**src/rtl/fifo_rd_packer.sv**
```systemverilog
// fifo_rd_packer: drains bytes from the async FIFO read port and packs PACK_COUNT of them into a keep-masked word
// behind a valid/ready output; partial words leave on Flush or after TIMEOUT idle cycles.
module fifo_rd_packer #(
    parameter int DATA_WIDTH = 8,
    parameter int PACK_COUNT = 4,
    parameter int TIMEOUT    = 16
) (
    input  logic                             R_CLK,
    input  logic                             R_rst_n,
    input  logic                             Empty,
    input  logic [DATA_WIDTH-1:0]            R_Data,
    output logic                             R_inc,
    input  logic                             Flush,
    output logic [DATA_WIDTH*PACK_COUNT-1:0] Out_Data,
    output logic [PACK_COUNT-1:0]            Out_Keep,
    output logic                             Out_Valid,
    input  logic                             Out_Ready
);
    localparam int IW = $clog2(PACK_COUNT);
    localparam int CW = TIMEOUT > 0 ? $clog2(TIMEOUT + 1) : 1;
    localparam logic [IW-1:0] LAST = IW'(PACK_COUNT - 1);
    localparam logic [CW-1:0] CNT_LAST = CW'(TIMEOUT - 1);
    typedef enum logic {COLLECT, HOLD} state_t;
    state_t state;
    logic [IW-1:0] idx;
    logic [CW-1:0] cnt;
    assign R_inc = R_rst_n & (state == COLLECT) & ~Empty;
    always_ff @(posedge R_CLK) begin
        if (!R_rst_n) begin
            state     <= COLLECT;
            idx       <= '0;
            cnt       <= '0;
            Out_Valid <= 1'b0;
            Out_Data  <= '0;
            Out_Keep  <= '0;
        end else if (state == HOLD) begin
            if (Out_Ready) begin
                state     <= COLLECT;
                idx       <= '0;
                cnt       <= '0;
                Out_Valid <= 1'b0;
                Out_Data  <= '0;
                Out_Keep  <= '0;
            end
        end else if (R_inc) begin
            for (int i = 0; i < PACK_COUNT; i++)
                if (IW'(i) == idx) begin
                    Out_Data[i*DATA_WIDTH +: DATA_WIDTH] <= R_Data;
                    Out_Keep[i] <= 1'b1;
                end
            cnt <= '0;
            // idx is left at its last value on entering HOLD; the handshake clears it
            if (idx == LAST || Flush) begin
                state     <= HOLD;
                Out_Valid <= 1'b1;
            end else begin
                idx <= idx + IW'(1);
            end
        end else if (idx != '0) begin
            if (Flush || (TIMEOUT != 0 && cnt == CNT_LAST)) begin
                state     <= HOLD;
                Out_Valid <= 1'b1;
                cnt       <= '0;
            end else if (TIMEOUT != 0) begin
                cnt <= cnt + CW'(1);
            end
        end
    end
endmodule

```
**config.mk**
```make
export PLATFORM = sky130hd
export DESIGN_NAME = fifo_rd_packer
export DESIGN_NICKNAME = d
export VERILOG_FILES = /design/src/rtl/fifo_rd_packer.sv
export SDC_FILE = /design/constraint.sdc
export NUM_CORES = 1
export LEC_CHECK = 0
export CORE_MARGIN = 1.5
export CORE_UTILIZATION = 53
export CTS_BUF_LIST = sky130_fd_sc_hd__clkbuf_4
export DETAILED_ROUTE_END_ITERATION = 8
export GPL_TIMING_DRIVEN = 1
export MAX_ROUTING_LAYER = met4
export PLACE_DENSITY = 0.87
export REMOVE_ABC_BUFFERS = 1
export SYNTH_ARGS = -nofsm -noshare
export SYNTH_HDL_FRONTEND = slang
export SYNTH_SLANG_ARGS = --single-unit
```
**constraint.sdc**
```tcl
create_clock -name R_CLK -period 3.3 [get_ports R_CLK]
set_clock_uncertainty 0.1 [all_clocks]
set_input_delay 0.66 -clock R_CLK [delete_from_list [all_inputs] [get_ports R_CLK]]
set_output_delay 0.66 -clock R_CLK [all_outputs]
set_load 0.02 [all_outputs]
```
==> results.py <==
metrics = {
    "synth": {
        "synth_common_cells": "dfxtp_1 (45), nand2_1 (42), nand3_1 (38)",
        "yosysTopAreaCell": "dfxtp_1",
        "synth_edf_count": 0,
        "synth_seq_cells": 45,
        "syn_area_um2": 1890,
        "yosysMostFrequentCell": "dfxtp_1",
        "synthCells": 217,
        "synth_ff_type": "dfxtp_1",
        "synthArstFlopShare": 0,
        "yosysTopAreaCellShare": 0.477,
        "avgSynthCellArea_um2": 8.70,
        "yosysSeqAreaShare": 0.477,
        "yosys.cell_types.count": 28,
        "synthTopCellsByArea": "dfxtp_1 (48%), a21boi_1 (12%), nand3_1 (10%)",
        "ys_warn_count": 0,
    },
    "route": {
        "postRouteAntennaNets": 0,
        "avgRoutedWirePerCell_um": 12.9,
        "drc_errors": 0,
        "drtIter0Drc": 90,
        "wirelength_um": 4010,
        "dr.pass1.iters": 5,
        "vias": 1644,
        "vias_per_cell": 5.30,
    },
    "power": {
        "pwr-share-comb": 0.135,
        "p_clk_frac": 0.270,
        "power_frac_seq": 0.596,
        "power_density_nw_per_um2": 389,
        "power.internal_uw": 708,
        "vdd_drop_max_mv": 0.303,
        "switching_share": 0.259,
        "p_total_uw": 956,
        "leakage_uw": 0.000871,
        "p_switching_uw": 248,
    },
    "worst_setup_path": {
        "path_delay_family": "buffers and inverters",
        "path_max_fanout": 5,
        "reg2reg_from": "cnt[0]$_SDFFE_PN0P_",
        "critPathMostFrequentCell": "clkdlybuf4s50_1",
        "start_kind": "input port",
        "required_ns": 2.54,
        "crit_type": "in2out",
        "crit_arrival_ns": 2.03,
        "setup.worst_path.start": "Empty",
        "crit_chain": "clkdlybuf4s50_1 > nor3b_4 > clkdlybuf4s50_1",
        "slowest_delay_ns": 0.64,
        "worst_path_max_delay_cell": "clkdlybuf4s50_1",
        "critical_path_buf_inv_count": 2,
        "cp-end-kind": "output pin",
    },
    "global_route": {
        "grt_max_degree": 44,
        "grt_pass1_wl_um": 6720,
        "grt_usage": 0.224,
        "grt_pass1_vias": 1417,
        "grt-ovfl-total": 0,
        "antenna_found_initial": 0,
    },
    "layout": {
        "area_growth_pct": 30.2,
        "fillers": 257,
        "num_antenna_cells": 0,
        "drive_above_1_share": 0.0492,
        "final_net_count": 282,
        "final_core_util": 0.725,
        "layout.cells.non_filler": 310,
    },
    "timing": {
        "period_share": 0.845,
        "setup_viol": 0,
        "slew_headroom": 0.645,
        "fin_crit_ns": 2.79,
        "rsz0062_at_grt": "false",
        "tightest_slew_ns": 0.532,
        "drv_slew": 0,
        "finalSetupTns_ns": 0,
        "hold_viol": 0,
        "clock.fmax_mhz": 358,
    },
    "min_path": {
        "hold_path_class": "reg2reg",
        "hp-start": "Out_Keep[0]$_SDFFE_PN0P_",
    },
    "floorplanning": {
        "ios": 51,
        "num_rows": 21,
        "die-area_um2": 3930,
        "coreArea_um2": 3390,
        "die_h_um": 62.7,
        "start_util": 0.557,
        "die_x_um": 62.7,
    },
    "run_status": {
        "status": "complete, no violations",
    },
    "cts": {
        "clk_latency_ns": 0.35,
        "cts_tree": "yes",
        "post_cts_buffers": 0,
        "clk_pin_slew_ns": 0.11,
        "cts-root-buf": "clkbuf_4",
        "cts_resized": 0,
        "cts_made_buffers": 5,
        "clock-sinks": 45,
        "htree_levels": 2,
        "cts_hold_buf": 0,
        "cts_buffer_depth": 2,
    },
    "placement": {
        "gp_congestion": 0.760,
        "dp.cells": 302,
        "portBuffers": 50,
        "dp_hpwl_um": 2780,
    },
    "run": {
        "cap_violations": 0,
    },
}
layout make-up:
type / count / area (um^2) / share of cell area
multi-input cells: 154 / 907 / 0.369
clock inverters: 2 / 10.0 / 0.00407
flip-flops and latches: 45 / 901 / 0.366
inverters: 4 / 15.0 / 0.00611
well taps: 46 / 57.6 / 0.0234
clock buffers: 6 / 45.0 / 0.0183
repair buffers: 53 / 523 / 0.213
cell usage in the layout, fill, tap and decap left out, types with 2 or more instances in the layout:
master	n
clkbuf_4	6
clkdlybuf4s50_1	50
xnor2_1	3
inv_1	4
o21a_1	3
a211oi_1	3
clkinv_2	2
a21boi_1	31
buf_4	3
nor3_1	2
dfxtp_1	45
and2_1	5
ha_1	6
nand2_1	42
nor2b_1	3
nand3_1	38
nor2_1	7
registers in the layout, summed over array words and instances (netlist names):
signal / count
Out_Keep: 4
idx: 2
cnt: 5
Out_Data: 32
Out_Valid: 1
state: 1
cells by family after synthesis:
family | synth area share
buffers and inverters | 0.0424
AO/OA/AOI/OAI | 0.167
XOR/XNOR | 0.0139
AND/OR/NAND/NOR | 0.254
adder cells (fa/ha/maj) | 0.0398
multiplexers | 0.00530
flip-flops | 0.477
worst min-delay path, delay by kind of cell (launching register included):
kind / cells / cell delay (ns)
flops: 1 / 0.33
simple gates: 2 / 0.11
worst paths after layout:
path,end,slack (ns),depth (start not counted)
max,R_inc,0.51,3
min,Out_Keep[0]$_SDFFE_PN0P_,0.36,2
max reg2reg,cnt[4]$_SDFFE_PN0P_,1.48,7
min reg2reg,Out_Keep[0]$_SDFFE_PN0P_,0.36,2
power by group through the flow:
stage	sequential, uW	clock [uW]	combinational [uW]
floorplan	592	0	54.8
global placement	581	0	128
detailed placement	582	0	130
CTS	570	266	130
global route	572	297	140
finish	570	258	129
per-stage QoR:
step	setup WS (ns)	hold slack (ns)	cell area, um^2
after global routing	0.463	0.393	2460
after floorplan	1.31	0.367	1820
after global placement	0.545	0.342	2400
after CTS	0.499	0.363	2460
after detailed placement	0.505	0.344	2400
final	0.510	0.358	2460
per-layer routing:
metal,GRT usage,share of wire,wire (um)
met1,0.278,0.46,1840
met3,0.0577,0.058,234
met4,0.0833,0.013,51
met5,-,0,0
met2,0.352,0.47,1880
No activity file was read; power rests on OpenSTA's default activity.
